[src/rtl/aes_round_ctrl.sv]
// Round sequencer for the iterative AES-128 core: steps the datapath through the initial
// AddRoundKey, NR-1 full rounds and a final round, and hands the ciphertext off via valid/ready.
module aes_round_ctrl #(
    parameter int unsigned NR = 10
) (
    input  logic       clk,
    input  logic       rst,
    input  logic       start,
    output logic       in_ready,
    input  logic       hold,
    output logic       ld_state,
    output logic       key_ld,
    output logic       rnd_en,
    output logic       key_en,
    output logic       mix_bypass,
    output logic [3:0] round,
    output logic [7:0] rcon,
    output logic       busy,
    output logic       out_valid,
    input  logic       out_ready
);

    localparam logic [2:0] IDLE  = 3'd0;
    localparam logic [2:0] INIT  = 3'd1;
    localparam logic [2:0] ROUND = 3'd2;
    localparam logic [2:0] FINAL = 3'd3;
    localparam logic [2:0] DONE  = 3'd4;

    localparam logic [3:0] LAST_FULL_RND = 4'(NR - 1);
    localparam logic [7:0] RCON_FIRST    = 8'h01;

    logic [2:0] state_q, state_d;
    logic [3:0] round_q, round_d;
    logic [7:0] rcon_q, rcon_d;

    // Multiply by x in GF(2^8) modulo the AES polynomial.
    function automatic logic [7:0] xtime(input logic [7:0] r);
        return r[7] ? ({r[6:0], 1'b0} ^ 8'h1b) : {r[6:0], 1'b0};
    endfunction

    always_comb begin
        state_d = state_q;
        round_d = round_q;
        rcon_d  = rcon_q;
        case (state_q)
            IDLE: begin
                if (start) begin
                    state_d = INIT;
                    round_d = 4'd0;
                    rcon_d  = RCON_FIRST;
                end
            end
            INIT: begin
                if (!hold) begin
                    state_d = ROUND;
                    round_d = 4'd1;
                    rcon_d  = RCON_FIRST;
                end
            end
            ROUND: begin
                if (!hold) begin
                    round_d = round_q + 4'd1;
                    rcon_d  = xtime(rcon_q);
                    if (round_q == LAST_FULL_RND) begin
                        state_d = FINAL;
                    end
                end
            end
            FINAL: begin
                // Final round key is the last one; round and rcon stay put.
                if (!hold) begin
                    state_d = DONE;
                end
            end
            DONE: begin
                if (out_ready) begin
                    state_d = IDLE;
                    round_d = 4'd0;
                    rcon_d  = RCON_FIRST;
                end
            end
            default: begin
                state_d = IDLE;
                round_d = 4'd0;
                rcon_d  = RCON_FIRST;
            end
        endcase
    end

    always_ff @(posedge clk) begin
        if (rst) begin
            state_q <= IDLE;
            round_q <= 4'd0;
            rcon_q  <= RCON_FIRST;
        end else begin
            state_q <= state_d;
            round_q <= round_d;
            rcon_q  <= rcon_d;
        end
    end

    always_comb begin
        in_ready   = (state_q == IDLE) & ~rst;
        ld_state   = (state_q == INIT) & ~hold;
        key_ld     = (state_q == INIT) & ~hold;
        rnd_en     = ((state_q == ROUND) | (state_q == FINAL)) & ~hold;
        key_en     = ((state_q == ROUND) | (state_q == FINAL)) & ~hold;
        mix_bypass = (state_q == FINAL) & ~hold;
        busy       = (state_q != IDLE);
        out_valid  = (state_q == DONE);
    end

    assign round = round_q;
    assign rcon  = rcon_q;

endmodule
[config.mk]
export PLATFORM = sky130hd
export DESIGN_NAME = aes_round_ctrl
export DESIGN_NICKNAME = d
export VERILOG_FILES = /design/src/rtl/aes_round_ctrl.sv
export SDC_FILE = /design/constraint.sdc
export NUM_CORES = 1
export LEC_CHECK = 0
export ABC_AREA = 1
export CORE_MARGIN = 10
export CORE_UTILIZATION = 51
export CTS_CLUSTER_SIZE = 20
export DETAILED_ROUTE_END_ITERATION = 10
export GPL_ROUTABILITY_DRIVEN = 0
export PLACE_DENSITY = 0.87
export SYNTH_ARGS = -nofsm -noshare
export SYNTH_HDL_FRONTEND = slang
export SYNTH_SLANG_ARGS = --single-unit
[constraint.sdc]
create_clock -name clk -period 3.5 [get_ports clk]
set_input_delay 1.05 -clock clk [delete_from_list [all_inputs] [get_ports clk]]
set_output_delay 1.05 -clock clk [all_outputs]
set_load 0.03 [all_outputs]
==> results of run 1 <==
sequential cells by signal, indices dropped and copies added (netlist names):
signal	flops
rcon	8
round	4
state_q	3
path summary, 6_finish.rpt:
check / end / slack [ns]
worst max-delay path: in_ready / 0.13
worst min-delay path: rcon[1] / 0.52
worst max register to register: rcon[6] / 1.98
worst min register to register: rcon[1] / 0.52
through the flow:
stage / cells / hold WS [ns] / instance area, sq um
floorplan: 138 / 0.587 / 938
global placement: 182 / 0.493 / 1150
detailed placement: 182 / 0.499 / 1150
CTS: 186 / 0.517 / 1180
global route: 186 / 0.534 / 1180
finish: 186 / 0.516 / 1180
cells by family after synthesis:
logic type,after synthesis,synth area share
buffers and inverters,21,0.113
DFF,15,0.320
xor gates and xnor gates,3,0.0280
AOI/OAI and AO/OA,9,0.0507
and+or+nand+nor,88,0.461
adders and majority gates,2,0.0267
routing by layer:
metal,global-route usage,up-vias
met3,0.0556,2
met4,0.00838,0
met1,0.111,382
met2,0.164,21
li1,-,468
met5,0,-
critical path, cell delays in order:
cell and delay (ns):
clkdlybuf4s50_1 0.46, nor2_1 0.13, clkdlybuf4s50_1 0.68
power by group:
part | switching (uW) | internal, uW
registers | 93.0 | 242
clock network | 58.6 | 42.4
logic | 478 | 289
total | 630 | 573
area by class of cell:
| type | instances | area (sq um) | area share |
|---|---|---|---|
| Multi-Input combinational cell | 102 | 532 | 0.451 |
| Timing Repair Buffer | 24 | 228 | 0.193 |
| Clock inverter | 1 | 5.00 | 0.00425 |
| Tap cell | 25 | 31.3 | 0.0265 |
| Sequential cell | 15 | 300 | 0.255 |
| Clock buffer | 3 | 22.5 | 0.0191 |
| Inverter | 16 | 60.1 | 0.0510 |
synth_stat cells:
master    instances  area [sq um]
nand2_1          40           150
nor2_1           21          78.8
dfxtp_1          15           300
inv_1            13          48.8
nor2_2           10          62.6
nand3_1           5          25.0
a21oi_1           3          15.0
buf_4             3          22.5
inv_2             3          11.3
nor3_1            3          15.0
o21ai_0           3          15.0
xor2_1            3          26.3
ha_1              2          25.0
nand3_2           2          20.0
o21ai_1           2          10.0
buf_12            1          20.0
clkbuf_1          1          3.75
nand3_4           1          17.5
nand3b_1          1          7.51
nand4_1           1          6.26
nand4_2           1          12.5
nor2_4            1          11.3
nor2_8            1          20.0
o211ai_1          1          7.51
or2_2             1          6.26
==> flow_metrics.py, run 1 <==
metrics = {
    "outcome": {
        "status": "complete, no violations",
    },
    "critical_path": {
        "start_kind": "primary input",
        "reg2reg_from": "state_q[0]",
        "crit_fanout": 4,
        "worstPathArrival_ns": 2.32,
        "cp.required_ns": 2.45,
        "startpoint": "rst",
        "r2r_cells": 7,
        "cp-end-kind": "output pin",
        "crit_type": "in2out",
    },
    "layout": {
        "n_antenna_cell": 0,
        "layout.cells.most_common": "nand2_1",
        "postLayoutCoreUtil": 0.683,
        "layout_common_cells": "nand2_1 (40), nor2_1 (21), clkdlybuf4s50_1 (19), dfxtp_1 (15), inv_1 (13)",
        "num-nets-final": 169,
        "drive_gt1_frac": 0.180,
        "area_growth_pct": 25.6,
        "fillCellCount": 147,
    },
    "timing": {
        "skew_ns": 0.00653,
        "fmax_mhz": 297,
        "slew_headroom": 0.739,
        "rsz0062_at_grt": "no",
        "fin_setup_tns_ns": 0,
        "period_share": 0.962,
        "setup_ws_ns": 0.133,
        "finalMaxSlewViolations": 0,
        "hold_violations": 0,
        "worst_pin_slew_ns": 0.391,
        "setup-violations-final": 0,
        "fin_crit_ns": 3.37,
    },
    "synthesis": {
        "synth_warnings": 0,
        "syn_area_sq_um": 938,
        "synth.distinct_cells": 25,
        "synthCells": 138,
        "ys_seq_elements": 15,
        "synth_nets": 145,
        "avgSynthCellArea_sq_um": 6.80,
        "synth_seq_area_share": 0.320,
    },
    "cts": {
        "cts_max_level": 1,
        "cts_root_buf": "clkbuf_4",
        "numCtsBuffers": 3,
        "cts_tree": "yes",
        "cts_sinks": 15,
        "hold_buffers": 0,
        "clk_pin_slew_ns": 0.09,
        "post_cts_buffers": 0,
        "insertion_delay_ns": 0.29,
        "clock_path_buffers": 2,
        "cts_resized": 0,
    },
    "pwr": {
        "ir_worst_vdd_mv": 0.613,
        "leakage_uw": 0.000571,
        "power_density_nw_per_um2": 1020,
        "finalPower_uw": 1200,
    },
    "die": {
        "rows": 15,
        "die_w_um": 62.9,
        "die-area_sq_um": 3960,
        "die-height_um": 62.9,
        "start_util": 0.543,
        "core_sq_um": 1730,
        "ios": 25,
    },
    "route": {
        "top_layer": "met4",
        "wl_met1_um": 899,
        "wl_um": 2040,
        "drtIter0Drc": 18,
        "drc_errors": 0,
        "wl_met3_um": 143,
        "wl_per_cell_um": 11.0,
        "met2_length_um": 990,
        "drtPass1Iterations": 4,
        "ant_nets": 0,
        "viasPerCell": 4.69,
        "num_vias": 873,
    },
    "placed_design": {
        "dp_hpwl_um": 1590,
        "portBuffers": 24,
        "pre_cts_ws_ns": 0.133,
    },
    "flow_run": {
        "cap_violations": 0,
    },
    "global_routing": {
        "antenna_found_initial": 0,
        "grt_pass1_wl_um": 3400,
        "grt_max_degree": 20,
        "grt_pass1_vias": 784,
        "track_usage": 0.0988,
        "overflow": 0,
    },
    "worst_hold_path": {
        "worstHoldPathType": "reg2reg",
        "holdCritStartpoint": "rcon[1]",
        "min_path_cells": 2,
    },
}
(Power assumes the default switching activity.)
==> run 2, diff against run 1 <==
Settings changed: CAP_MARGIN from default to 20, RECOVER_POWER from default to 100.
==> run 2 against run 1 <==
Against the previous run:
- critical path type unchanged
- sequential share of layout area is 1.2 points higher
- critical endpoint unchanged
- global-route usage did not move
- setup slack lost 0.00087 ns
- highest routed layer unchanged
==> flow_metrics.py, run 2 (synthesis gave the netlist of run 1 again) <==
metrics = {
    "die": {
        "start_util": 0.543,
        "die-area_sq_um": 3960,
        "rows": 15,
        "core_sq_um": 1730,
        "ios": 25,
        "die_w_um": 62.9,
        "die-height_um": 62.9,
    },
    "placed_design": {
        "pre_cts_ws_ns": 0.133,
        "dp.cells": 182,
        "dp_hpwl_um": 1590,
        "portBuffers": 24,
    },
    "route": {
        "drc_errors": 0,
        "ant_nets": 0,
        "wl_per_cell_um": 11.0,
        "drtIter0Drc": 19,
        "wl_um": 2060,
        "viasPerCell": 4.67,
        "drtPass1Iterations": 4,
        "num_vias": 869,
    },
    "timing": {
        "fmax_mhz": 297,
        "rsz0062_at_grt": "no",
        "fin_crit_ns": 3.37,
        "setup-violations-final": 0,
        "hold_violations": 0,
        "period_share": 0.962,
        "worst_pin_slew_ns": 0.907,
        "slew_headroom": 0.395,
        "finalMaxSlewViolations": 0,
        "setup_ws_ns": 0.132,
        "fin_setup_tns_ns": 0,
        "skew_ns": 0.00299,
    },
    "global_routing": {
        "antenna_found_initial": 0,
        "track_usage": 0.0988,
        "grt_pass1_vias": 784,
        "grt_max_degree": 20,
        "overflow": 0,
        "grt_pass1_wl_um": 3400,
    },
    "pwr": {
        "power_density_nw_per_um2": 1010,
        "leakage_uw": 0.000562,
        "ir_worst_vdd_mv": 0.603,
    },
    "layout": {
        "layout_common_cells": "nand2_1 (40), nor2_1 (21), dlygate4sd3_1 (15), dfxtp_1 (15), inv_1 (13)",
        "drive_gt1_frac": 0.137,
        "fillCellCount": 161,
        "area_growth_pct": 20.1,
        "postLayoutCoreUtil": 0.653,
        "num-nets-final": 169,
        "fin_cells": 186,
        "n_antenna_cell": 0,
        "regArea_sq_um": 300,
        "multi_input_area_sq_um": 499,
        "layout.cells.most_common": "nand2_1",
        "largest_reg_flops": 8,
    },
    "cts": {
        "post_cts_buffers": 0,
        "cts_sinks": 15,
        "cts_max_level": 1,
        "numCtsBuffers": 3,
        "cts_resized": 0,
        "clk_pin_slew_ns": 0.09,
        "hold_buffers": 0,
        "insertion_delay_ns": 0.28,
        "cts_tree": "yes",
        "clock_path_buffers": 2,
        "cts_root_buf": "clkbuf_4",
    },
    "flow_run": {
        "cap_violations": 0,
    },
    "critical_path": {
        "ff2ff_setup_slack_ns": 1.48,
        "slowest_delay_ns": 0.68,
        "path_delay_family": "buffers and inverters",
        "cp_cell_sequence": "clkdlybuf4s50_1 > nor2_1 > clkdlybuf4s50_1",
        "crit_fanout": 4,
        "crit_slowest_cell": "clkdlybuf4s50_1",
        "cp-end-kind": "output pin",
        "worstPathArrival_ns": 2.32,
        "crit_type": "in2out",
        "critPathBufInv": 2,
        "cp.required_ns": 2.45,
        "start_kind": "primary input",
        "crit_path_frequent_cell": "clkdlybuf4s50_1",
    },
    "worst_hold_path": {
        "worstHoldPathType": "reg2reg",
    },
    "outcome": {
        "status": "complete, no violations",
    },
}
==> run 2: metrics by stage <==
step | total power, uW | instance area [sq um] | hold slack (ns)
global placement | 1090 | 1150 | 0.493
floorplan | 913 | 938 | 0.587
finish | 1140 | 1130 | 0.512
global route | 1240 | 1130 | 0.532
detailed placement | 1110 | 1150 | 0.499
CTS | 1210 | 1180 | 0.517
==> run 2: cell type report <==
class,instances,share of cell area
Clock buffer,3,0.0200
Timing Repair Buffer,24,0.185
Inverter,16,0.0533
Tap cell,25,0.0277
Clock inverter,1,0.00444
Sequential cell,15,0.266
Multi-Input combinational cell,102,0.443
==> run 2: worst paths after layout <==
path         startpoint  endpoint  cells after the start
max                 rst  in_ready                      3
min             rcon[4]   rcon[4]                      2
max reg2reg  state_q[0]   rcon[6]                      7
min reg2reg     rcon[4]   rcon[4]                      2
==> run 2: power by group <==
part,internal [uW],switching (uW)
Clock,42.4,58.2
Combinational,246,464
Sequential,242,88.9
==> run 2: worst min-delay path, delay by kind of cell, from the launching register on <==
kind	cells	cell delay (ns)
flops	1	0.34
simple gates	2	0.14
==> run 2: metal layers <==
layer | share of wire | GRT usage
met1 | 0.45 | 0.111
met2 | 0.48 | 0.164
met3 | 0.066 | 0.0556
met4 | 0.0029 | 0.00838
met5 | 0 | 0
